### config.mk
export PLATFORM = sky130hd
export DESIGN_NAME = transfer_pulse_sequencer
export DESIGN_NICKNAME = d
export VERILOG_FILES = /design/src/rtl/transfer_pulse_sequencer.sv
export SDC_FILE = /design/constraint.sdc
export NUM_CORES = 1
export LEC_CHECK = 0
export ABC_AREA = 0
export ABC_CLOCK_PERIOD_IN_PS = 3300
export BUFFER_PORTS_ARGS = -buffer_cell sky130_fd_sc_hd__buf_2
export CORE_MARGIN = 10
export CORE_UTILIZATION = 45
export CTS_CLUSTER_DIAMETER = 60
export DETAILED_ROUTE_END_ITERATION = 10
export PLACE_DENSITY = 0.74
export SLEW_MARGIN = 20
export SYNTH_ARGS = -nofsm -noshare
export SYNTH_HDL_FRONTEND = slang
export SYNTH_SLANG_ARGS = --single-unit
export TNS_END_PERCENT = 30
### constraint.sdc
create_clock -name SIM_CLK -period 3.3 [get_ports SIM_CLK]
set_input_delay 0.33 -clock SIM_CLK [delete_from_list [all_inputs] [get_ports SIM_CLK]]
set_output_delay 0.33 -clock SIM_CLK [all_outputs]
set_load 0.01 [all_outputs]
### src/rtl/transfer_pulse_sequencer.sv
// Memory-cycle timepulse sequencer: walks T01..T12 phase by phase, emits RT/WT/CT strobes,
// and schedules queued register transfers onto the write bus, one per timepulse.
module transfer_pulse_sequencer #(
    parameter int PHASES_PER_TP = 4,
    parameter int FIFO_DEPTH    = 4
) (
    input  logic        SIM_CLK,
    input  logic        SIM_RST,
    input  logic        MSTP,
    input  logic        REQ_VALID,
    output logic        REQ_READY,
    input  logic [2:0]  REQ_SRC,
    input  logic [2:0]  REQ_DST,
    input  logic [3:0]  REQ_TP,
    output logic [11:0] TP_n,
    output logic        RT_n,
    output logic        WT_n,
    output logic        CT_n,
    output logic [7:0]  RSEL_n,
    output logic [7:0]  WSEL_n,
    output logic        MCT,
    output logic        ERR
);

    localparam int PW = $clog2(PHASES_PER_TP);
    localparam int AW = $clog2(FIFO_DEPTH);
    localparam logic [PW-1:0] PH_LAST = PW'(PHASES_PER_TP - 1);
    localparam logic [AW:0]   CNT_FULL = (AW+1)'(FIFO_DEPTH);

    typedef struct packed {
        logic [2:0] src;
        logic [2:0] dst;
        logic [3:0] tp;
    } req_t;

    typedef enum logic {S_RUN, S_HOLD} state_t;

    state_t        state_q, state_d;
    logic [PW-1:0] ph_q, ph_d;
    logic [3:0]    tp_q, tp_d;

    // Request queue
    req_t          mem [FIFO_DEPTH];
    logic [AW-1:0] wr_ptr, rd_ptr;
    logic [AW:0]   count;
    logic          push, pop;
    req_t          head;
    req_t          req_in;

    logic boundary, advance;
    logic head_valid, head_illegal, head_match, issue, err_set;

    logic [11:0] tp_n_d;
    logic [7:0]  rsel_d, wsel_d;
    logic        rt_d, wt_d, ct_d, mct_d, running;

    assign req_in     = '{src: REQ_SRC, dst: REQ_DST, tp: REQ_TP};
    assign REQ_READY  = (count != CNT_FULL);
    assign push       = REQ_VALID && REQ_READY;
    assign head       = mem[rd_ptr];
    assign head_valid = (count != '0);

    // Every timepulse boundary is the last phase; MSTP is only looked at there.
    assign boundary = (ph_q == PH_LAST);
    assign advance  = boundary && !MSTP;

    // State register
    always_ff @(posedge SIM_CLK or posedge SIM_RST) begin
        if (SIM_RST) begin
            state_q <= S_RUN;
            ph_q    <= PH_LAST;
            tp_q    <= 4'd12;
        end else begin
            state_q <= state_d;
            ph_q    <= ph_d;
            tp_q    <= tp_d;
        end
    end

    // Next-state logic
    always_comb begin
        state_d = state_q;
        ph_d    = ph_q;
        tp_d    = tp_q;
        if (!boundary) begin
            state_d = S_RUN;
            ph_d    = ph_q + PW'(1);
        end else if (MSTP) begin
            state_d = S_HOLD;
        end else begin
            state_d = S_RUN;
            ph_d    = '0;
            tp_d    = (tp_q == 4'd12) ? 4'd1 : tp_q + 4'd1;
        end
    end

    // Issue decision, evaluated against the timepulse being entered
    always_comb begin
        head_illegal = (head.tp > 4'd12);
        head_match   = (head.tp == tp_d) || (head.tp == 4'd0);
        pop          = advance && head_valid && (head_illegal || head_match);
        issue        = advance && head_valid && !head_illegal && head_match;
        err_set      = advance && head_valid && head_illegal;
    end

    // Output logic (next values of the registered outputs)
    always_comb begin
        tp_n_d  = TP_n;
        rsel_d  = RSEL_n;
        wsel_d  = WSEL_n;
        running = (state_d == S_RUN);
        if (advance) begin
            tp_n_d = ~(12'd1 << (tp_d - 4'd1));
            rsel_d = '1;
            wsel_d = '1;
            if (issue) begin
                rsel_d[head.src] = 1'b0;
                wsel_d[head.dst] = 1'b0;
            end
        end else if (boundary) begin
            // Frozen: TP_n holds, selects drop
            rsel_d = '1;
            wsel_d = '1;
        end
        rt_d  = !(running && ph_d == PW'(1));
        wt_d  = !(running && ph_d == PW'(2));
        ct_d  = !(running && ph_d == PW'(3));
        mct_d = running && (tp_d == 4'd12) && (ph_d == PH_LAST);
    end

    always_ff @(posedge SIM_CLK or posedge SIM_RST) begin
        if (SIM_RST) begin
            TP_n   <= '1;
            RT_n   <= 1'b1;
            WT_n   <= 1'b1;
            CT_n   <= 1'b1;
            RSEL_n <= '1;
            WSEL_n <= '1;
            MCT    <= 1'b0;
            ERR    <= 1'b0;
        end else begin
            TP_n   <= tp_n_d;
            RT_n   <= rt_d;
            WT_n   <= wt_d;
            CT_n   <= ct_d;
            RSEL_n <= rsel_d;
            WSEL_n <= wsel_d;
            MCT    <= mct_d;
            if (err_set) ERR <= 1'b1;
        end
    end

    always_ff @(posedge SIM_CLK or posedge SIM_RST) begin
        if (SIM_RST) begin
            wr_ptr <= '0;
            rd_ptr <= '0;
            count  <= '0;
        end else begin
            if (push) wr_ptr <= wr_ptr + AW'(1);
            if (pop)  rd_ptr <= rd_ptr + AW'(1);
            count <= count + (AW+1)'(push) - (AW+1)'(pop);
        end
    end

    // Storage needs no reset; occupancy is tracked by count
    always_ff @(posedge SIM_CLK) begin
        if (push) mem[wr_ptr] <= req_in;
    end

endmodule
[After elaboration in Yosys (flattened, before gate mapping)]
Memories as Yosys holds them, arrays and structs flattened.
Cells that the tools add are included.
Word-level totals
  bits in registers: 46
  memory bits (writable): 40
  input port bits: 14
  memories: 1
Memories
  mem: words 4, width 10, read ports 1, clocked after Yosys merged registers in 0, write ports 1, RTL line 43  | req_t mem [FIFO_DEPTH];
Operators by class
  add/sub/neg operators: 7
  order comparisons: 5
  equal/unequal tests: 8
  shifts and indexed selects: 1
  multiplexer cells: 18
  bitwise logic cells: 4
  reductions and logical operators: 24
Operators by type and width (count)
  8-bit two-way mux: 5
  8-bit inverter: 2
  1-bit logical AND: 14
  4-bit two-way mux: 3
  12-bit inverter: 1
  1-bit by 4-bit left shift with 12-bit output, first input constant: 1
  4-bit equality test, second input constant: 2
  3-bit by 4-bit < comparator with 1-bit output, second input constant: 2
  2-bit by 1-bit adder with 2-bit output, second input constant: 3
  1-bit demux with 3-bit select: 2
  2-bit equality test, second input constant: 3
  3-bit by 1-bit greater-or-equal comparator with 1-bit output, second input constant: 2
  1-bit two-way mux: 6
  1-bit logical NOT: 5
  4-bit by 1-bit adder with 4-bit output, second input constant: 1
  4-bit equality test: 1
  4-bit greater-than comparator, second input constant: 1
  4-bit logical NOT: 1
  2-bit two-way mux: 2
  4-bit by 1-bit subtractor with 4-bit output, second input constant: 1
  3-bit by 1-bit adder with 3-bit output: 1
  3-bit inequality test, second input constant: 1
  3-bit nonzero test: 1
  3-bit by 1-bit subtractor with 3-bit output: 1
  other kinds (4): 5

[Depth between registers and ports, before layout]
Gate-level depths: netlist of run 1.
  depth after elaboration: 9
  gate-level depth with buffers: 15
  gate-level depth less buffers: 14

[Worst setup path after synthesis of run 1]
Ideal clock, no wire load.
  path kind: register to register
  start: reg ph_q[0]
  end: reg count[2]
  library setup time: 0.125 ns
  arrival: 3.068 ns
  setup slack: 0.107 ns
  stages on the path, launching flop included: 16
  path buffers: 2
  clock period less this slack: 3.193 ns
  cell sequence: dfstp_2 -> ha_1 -> buf_4 -> nor2b_1 -> buf_6 -> mux2_4 -> xnor2_1 -> nand2_1 -> o21ai_2 -> ha_1 -> inv_1 -> ha_1 -> inv_1 -> fa_1 -> xnor2_1 -> xnor2_1
On the way
  cells in the longest elaborated chain, start to end: 7
  elaborated cells on any way between the ends: 9
Ends and longest elaborated chain
  start, declared: RTL line 39  | logic [PW-1:0] ph_q, ph_d;
  start signal, assigned: RTL line 75  | ph_q <= ph_d;
  2-bit equality test: RTL line 64  | assign boundary = (ph_q == PH_LAST);
  4-bit two-way mux: RTL line 85  | if (!boundary) begin
  net tp_d[1]: RTL line 40  | logic [3:0] tp_q, tp_d;
  4-bit equality test: RTL line 100  | head_match = (head.tp == tp_d) || (head.tp == 4'd0);
  1-bit logical OR: RTL line 100
  1-bit logical OR: RTL line 101  | pop = advance && head_valid && (head_illegal || head_match);
  1-bit logical AND: RTL line 101
  net pop: RTL line 46  | logic push, pop;
  3-bit by 1-bit subtractor with 3-bit output: RTL line 161  | count <= count + (AW+1)'(push) - (AW+1)'(pop);
  end signal, assigned: RTL line 161
  end, declared: RTL line 45  | logic [AW:0] count;
The timed path passes the listed nets, and every way through them passes these cells.
A chain may end at the register's enable or synchronous reset.

[Final worst setup path of run 1]
  start: reg ph_q[0]
  end: reg count[2]
On the way
  cells in the longest elaborated chain, start to end: 7
  elaborated cells on any way between the ends: 9
Ends and longest elaborated chain (RTL line)
  2-bit equality test *: 64
  4-bit two-way mux: 85
  4-bit equality test: 100
  1-bit logical OR: 100
  1-bit logical OR: 101
  1-bit logical AND *: 101
  net pop: 46
  3-bit by 1-bit subtractor with 3-bit output *: 161
Mark *: on every way through the listed nets, which the timed path passes. The rest lies on a longest branch.

==> run_results.csv, run 1 <==
group,metric,value,unit
run_status,outcome,"finished, final reports clean",
die,ios,48,
cells_and_area,num-nets-final,363,
clock_tree,cts_sinks,86,
cells_and_area,insertedDiodeCount,0,
cells_and_area,instances_no_fill,449,
sta,tightestPinTransition,792,ps
power_and_ir_drop,power_density,871,nW/µm²
critical_path,arrival,3340,ps
cells_and_area,fill_cells,695,
grt,antenna_found_initial,0,
cells_and_area,syn2layout_area_growth,18.5,%
grt,grt_pass1_vias,2457,
placed_design,placed_cell_area,4220,µm²
critical_path,path_class,"register to register",
clock_tree,root_buffer,"clkbuf_8",
logic_synthesis,netlist_area,3790,µm²
route,drtIter0Drc,86,
sta,final_max_slew_viol_count,0,
critical_path,crit_path_start,"ph_q[0]",
critical_path,reg2reg_slack,190,ps
route,via_per_inst,5.19,
run,maxCapViolations,0,
power_and_ir_drop,peakVddDrop,0.359,mV
grt,grt_pass1_wl,12.3,mm
sta,grt_setup_unrepaired,"false",
critical_path,slowest_stage,"dfstp_2",
logic_synthesis,yosys.area.top_type_share,31.7,%
clock_tree,clkLatencyLatePin,350,ps
logic_synthesis,synth_top_area_cell,"edfxtp_1",
route,ant_nets,0,
critical_path,r2r_cells,14,
critical_path,worstPathRequired,3530,ps
logic_synthesis,syn_nets,297,
placed_design,placedCellCount,432,
clock_tree,clkTransAtPathRegs,90,ps
placed_design,place.gp.congestion,0.812,
critical_path,critical_path.cell_chain,"ha_2 -> buf_4 -> nand3b_1 -> mux2i_2 -> nor3b_4 -> o221ai_2 -> o21ai_2 -> ha_1 -> inv_1 -> ha_1 -> inv_1 -> fa_2 -> xnor2_2 -> xnor2_1",
die,row_count,33,
critical_path,cp-end-kind,"register",
clock_tree,cts.htree.levels,3,
grt,grtUsageTotal,12.0,%
logic_synthesis,ys_top_cells_by_area,"edfxtp_1 32%, dfstp_2 24%, dfrtp_1 7.3%",
sta,clock.fmax,0.322,GHz
route,vias,2331,
logic_synthesis,ys.flop_type,"edfxtp_1",
critical_path,start_kind,"register",
sta,fin_crit,3110,ps
die,start_util,46.1,%
logic_synthesis,synthArstFlopShare,53.5,%
die,die_area,12500,µm²
route,drc_errors,0,
power_and_ir_drop,power.leakage,1.82,nW
sta,fin_tns_setup,0,ps
logic_synthesis,netlist_instances,273,
sta,relSlewSlack,46.9,%
route,wl,7.34,mm
route,first_pass_iters,4,
die,die_h,112,µm
logic_synthesis,postSynthAreaPerCell,13.9,µm²
sta,min_period_over_period,94.2,%
sta,hold_viol,0,
critical_path,cpPeakStageDelay,580,ps
route,wl_per_cell,16.4,µm
logic_synthesis,synth-seq-cells,86,
logic_synthesis,synth_edf_count,40,
power_and_ir_drop,p_total,3.91,mW
placed_design,numPortBuffers,47,
cells_and_area,layout-drive-gt1-share,39.8,%
placed_design,hpwl,5.35,mm
grt,grt_max_degree,25,
clock_tree,tritoncts,"done",
logic_synthesis,yosysSeqAreaShare,63.2,%
cells_and_area,final_util,54.6,%
sta,fin_skew,7.55,ps
logic_synthesis,ys_warn_count,0,
grt,grt_overflow,0,
clock_tree,cts.path.max_buffers,2,
critical_path,crit_fanout,6,
critical_path,r2r_end,"count[2]",
clock_tree,cts_inserted_buffers,9,
die,die_x,112,µm
logic_synthesis,synth_cell_types,49,
cells_and_area,final_cell_area,4490,µm²
hold_path,holdCritPathClass,"input port to asynchronous set/reset pin",
sta,setup_viol,0,
critical_path,r2r_start,"ph_q[0]",
die,fp.coreArea,8220,µm²
## synth_stat cells, types with 5 or more instances
cell	count
mux4_1	8
inv_1	15
edfxtp_1	40
dfrtp_1	11
a21oi_1	8
a31oi_1	16
ha_1	9
nand2_1	15
dfstp_2	35
nor2_1	36
nand3_1	5
and3_1	6
clkbuf_1	5
o21ai_0	7
## area by class of cell
cell class,count,area (µm²),share of cell area [%]
sequential,86,2400,53.4
multi-input combinational,163,1330,29.6
timing repair buffer,64,363,8.08
tap,105,131,2.93
clock buffer,9,124,2.76
clock inverter,7,88.8,1.98
inverter,15,56.3,1.25
## routing by layer
layer	track usage (%)	wire (µm)	vias to the layer above	share of wire, %
met4	4.63	62	0	0.84
met3	2.90	298	4	4.1
met5	0	0	-	0
li1	-	-	1142	-
met2	19.3	3600	37	49
met1	15.1	3390	1148	46
## state kept, by name, indices dropped and copies added (netlist names)
name and cells:
tp_q 4, RSEL_n 8, CT_n 1, RT_n 1, count 3, WSEL_n 8, TP_n 12, wr_ptr 2
ph_q 2, ERR 1, rd_ptr 2, mem 40, WT_n 1, MCT 1
## report_power, final
group / leakage, nW / total, mW / internal (mW) / switching [mW]
combinational: 0.845 / 1.48 / 0.644 / 0.836
clock: 0.106 / 0.779 / 0.370 / 0.410
sequential: 0.866 / 1.65 / 1.48 / 0.177
## cells in the final DEF (no fill, tap or decap), drive strengths merged, types with 4 or more instances in the layout
cell    instances
mux4           10
buf            64
nand3b          4
ha              9
dfrtp          11
nand2          15
a21oi           8
xnor2           4
a31oi          16
clkbuf          9
edfxtp         40
o21ai          10
and3            6
nor3            4
dfstp          35
nand3           5
nor2           37
inv            18
## per-stage QoR
stage	hold slack [ps]	worst slack, ps
after floorplan	429	107
after global placement	414	162
after detailed placement	423	103
after CTS	33.6	68.0
after global routing	55.9	5.96
final	22.0	193
## worst max-delay path by stage
stage                           to  depth (start not counted)  slack (ps)
after detailed placement  count[2]                         13         100
final                     count[2]                         14         190
after global routing      count[2]                         14           6
after floorplan           count[2]                         15         110
after CTS                 count[2]                         13          70
after global placement    count[2]                         12         160
## cell families after synthesis
family	after synthesis	synth area share [%]
buffers and inverters	24	2.91
AO/OA/AOI/OAI	48	9.94
adder cells (fa/ha/maj)	10	3.50
flip-flops	86	63.2
AND/OR/NAND/NOR	86	11.4
XOR/XNOR	7	1.62
multiplexers	12	7.40
## what timing repair did
item	4_1_cts	5_1_grt
hold buffers	0	0
setup endpoints to repair	0	2
resized for setup	0	12
setup buffers	0	1
## critical path: cells and delay by family, from the launching register on
family          cells  cell delay [ps]
compound gates      2              320
xor+xnor            2              270
fa+ha+maj           4              930
buf+inv             3              230
flops               1              580
mux                 1              270
simple gates        2              380
Note: power is estimated with default switching activity, not from simulation.
==> run 2: changes to the inputs <==
BUFFER_PORTS_ARGS = -buffer_cell sky130_fd_sc_hd__clkbuf_2   (was -buffer_cell sky130_fd_sc_hd__buf_2)
CORE_UTILIZATION = 52   (was 45)
PLACE_DENSITY = 0.83   (was 0.74)
==> run 2 against run 1 <==
Against the previous run: global-route usage grew 1.7 points; fmax shrank 2.0%; via count grew 2.0%; setup slack lost 62 ps; clock skew grew 6.5 ps; power shrank 3.0%; critical path type unchanged; critical path depth shrank 2; register-to-register slack lost 60 ps; critical endpoint unchanged; highest routed layer unchanged.
==> run_results.csv, run 2 (synthesis results as in run 1) <==
group,metric,value,unit
critical_path,crit_fanout,6,
critical_path,crit_cells,12,
clock_tree,tritoncts,"done",
placed_design,place.gp.congestion,0.818,
cells_and_area,num-nets-final,360,
sta,setup_viol,0,
run_status,outcome,"finished, final reports clean",
cells_and_area,top_regs,"mem: 40 flops, TP_n: 12 flops",
route,route.met2.wl,3.65,mm
critical_path,worstPathRequired,3580,ps
critical_path,cp-end-kind,"register",
clock_tree,cts.htree.levels,3,
grt,antenna_found_initial,0,
die,die_area,11100,µm²
clock_tree,clkLatencyLatePin,360,ps
cells_and_area,layout_common_cells,"47 x clkbuf_2, 40 x edfxtp_1, 36 x nor2_1",
critical_path,start_kind,"register",
sta,final_max_slew_viol_count,0,
cells_and_area,regMostFlops,"mem",
critical_path,path_class,"register to register",
route,drc_errors,0,
critical_path,worst-path-buf-inv,2,
clock_tree,clkTransAtPathRegs,90,ps
route,highest_layer,"met4",
grt,grt_max_degree,47,
clock_tree,cts_inserted_buffers,9,
route,wl_per_cell,16.8,µm
die,ios,48,
cells_and_area,largest_register_ffs,40,
route,wl,7.38,mm
sta,fin_skew,14.0,ps
route,drtIter0Drc,125,
route,met3WireLength,417,µm
critical_path,r2r_cells,12,
cells_and_area,insertedDiodeCount,0,
run,maxCapViolations,0,
cells_and_area,regArea,2400,µm²
cells_and_area,multiInputGateArea,1310,µm²
grt,grtUsageTotal,13.6,%
clock_tree,cts.path.max_buffers,2,
power_and_ir_drop,power.leakage,1.81,nW
route,first_pass_iters,4,
hold_path,holdCritPathClass,"input port to asynchronous set/reset pin",
grt,grt_pass1_vias,2470,
route,vias,2377,
die,start_util,52.8,%
sta,grt_setup_unrepaired,"false",
sta,min_period_over_period,96.0,%
power_and_ir_drop,power_density,863,nW/µm²
die,die_x,105,µm
die,die_h,105,µm
cells_and_area,layout-drive-gt1-share,38.7,%
clock_tree,root_buffer,"clkbuf_8",
cells_and_area,final_common_cell,"clkbuf_2",
sta,relSlewSlack,62.8,%
route,ant_nets,0,
cells_and_area,syn2layout_area_growth,16.1,%
route,via_per_inst,5.40,
critical_path,cpPeakStageDelay,600,ps
critical_path,arrival,3450,ps
sta,tightestPinTransition,557,ps
sta,fin_crit,3170,ps
cells_and_area,final_util,61.3,%
die,row_count,31,
critical_path,critical_path.cell_chain,"mux4_2 -> or4_4 -> nor2_4 -> nor2_1 -> o21ai_2 -> ha_1 -> inv_1 -> ha_1 -> inv_1 -> fa_1 -> xnor2_1 -> xnor2_1",
cells_and_area,fill_cells,551,
placed_design,numPortBuffers,47,
critical_path,slowest_stage,"mux4_2",
sta,fin_tns_setup,0,ps
clock_tree,cts_sinks,86,
die,fp.coreArea,7180,µm²
grt,grt_overflow,0,
grt,grt_pass1_wl,12.2,mm
route,wl_met1,3.24,mm
sta,worst_hold_slack,79.8,ps
critical_path,cp_top_family,"adder cells",
placed_design,hpwl,5.37,mm
power_and_ir_drop,peakVddDrop,0.468,mV
sta,hold_viol,0,
sta,clock.fmax,0.316,GHz
==> run 2: cell count changes in the layout (fill, tap and decap cells not counted), sizes merged <==
cell / delta
inv: -2
clkbuf: +48
clkinv: +1
bufinv: -1
buf: -50
clkinvlp: +1
==> run 2: where the power goes <==
group          switching (mW)  leakage (nW)  internal, mW
Clock                   0.386        0.0833         0.279
Combinational           0.853         0.862         0.620
Sequential              0.178         0.866          1.48
==> run 2: routing by layer <==
layer / up-vias / track usage, %
li1: 1131 / -
met1: 1173 / 16.7
met2: 66 / 21.9
met3: 7 / 4.75
met4: 0 / 5.00
met5: - / 0
==> run 2: what timing repair did <==
item                                    4_1_cts  5_1_grt
gates resized for setup                       0        9
hold buffers                                  0        0
buffers inserted                              0        1
endpoints found under the setup margin        0        1
==> run 2: worst paths after layout <==
kind	from	endpoint	slack (ps)
setup / recovery	rd_ptr[0]	count[2]	130
hold / removal	SIM_RST	tp_q[1]	80
setup reg to reg	rd_ptr[0]	count[2]	130
hold reg to reg	TP_n[0]	TP_n[0]	460
max in group asynchronous	SIM_RST	rd_ptr[0]	2830
min in group SIM_CLK	REQ_DST[2]	mem[3][6]	170
==> run 2: worst register-to-register path: cells and delay by family, from the launching register on <==
kind / cells / cell delay [ps]
AND/OR/NAND/NOR: 3 / 740
flip-flops: 1 / 460
XOR/XNOR: 2 / 360
adder cells (fa/ha/maj): 3 / 770
multiplexers: 1 / 600
buffers and inverters: 2 / 100
AO/OA/AOI/OAI: 1 / 70
==> run 2: through the flow <==
step                      area (µm²)  instances  worst slack, ps  power [mW]
after global routing            4400        440             4.31        4.04
after CTS                       4370        439             13.3        3.76
after global placement          4190        423              186        3.02
final                           4400        440              131        3.79
after detailed placement        4190        423             49.0        3.09
after floorplan                 3790        273              107        2.65
==> run 2: cell type report <==
type | instances | area share (%)
Clock inverter | 6 | 1.05
Inverter | 15 | 1.28
Sequential cell | 86 | 54.5
Multi-Input combinational cell | 163 | 29.7
Clock buffer | 10 | 2.90
Timing Repair Buffer | 61 | 7.74
Tap cell | 99 | 2.82
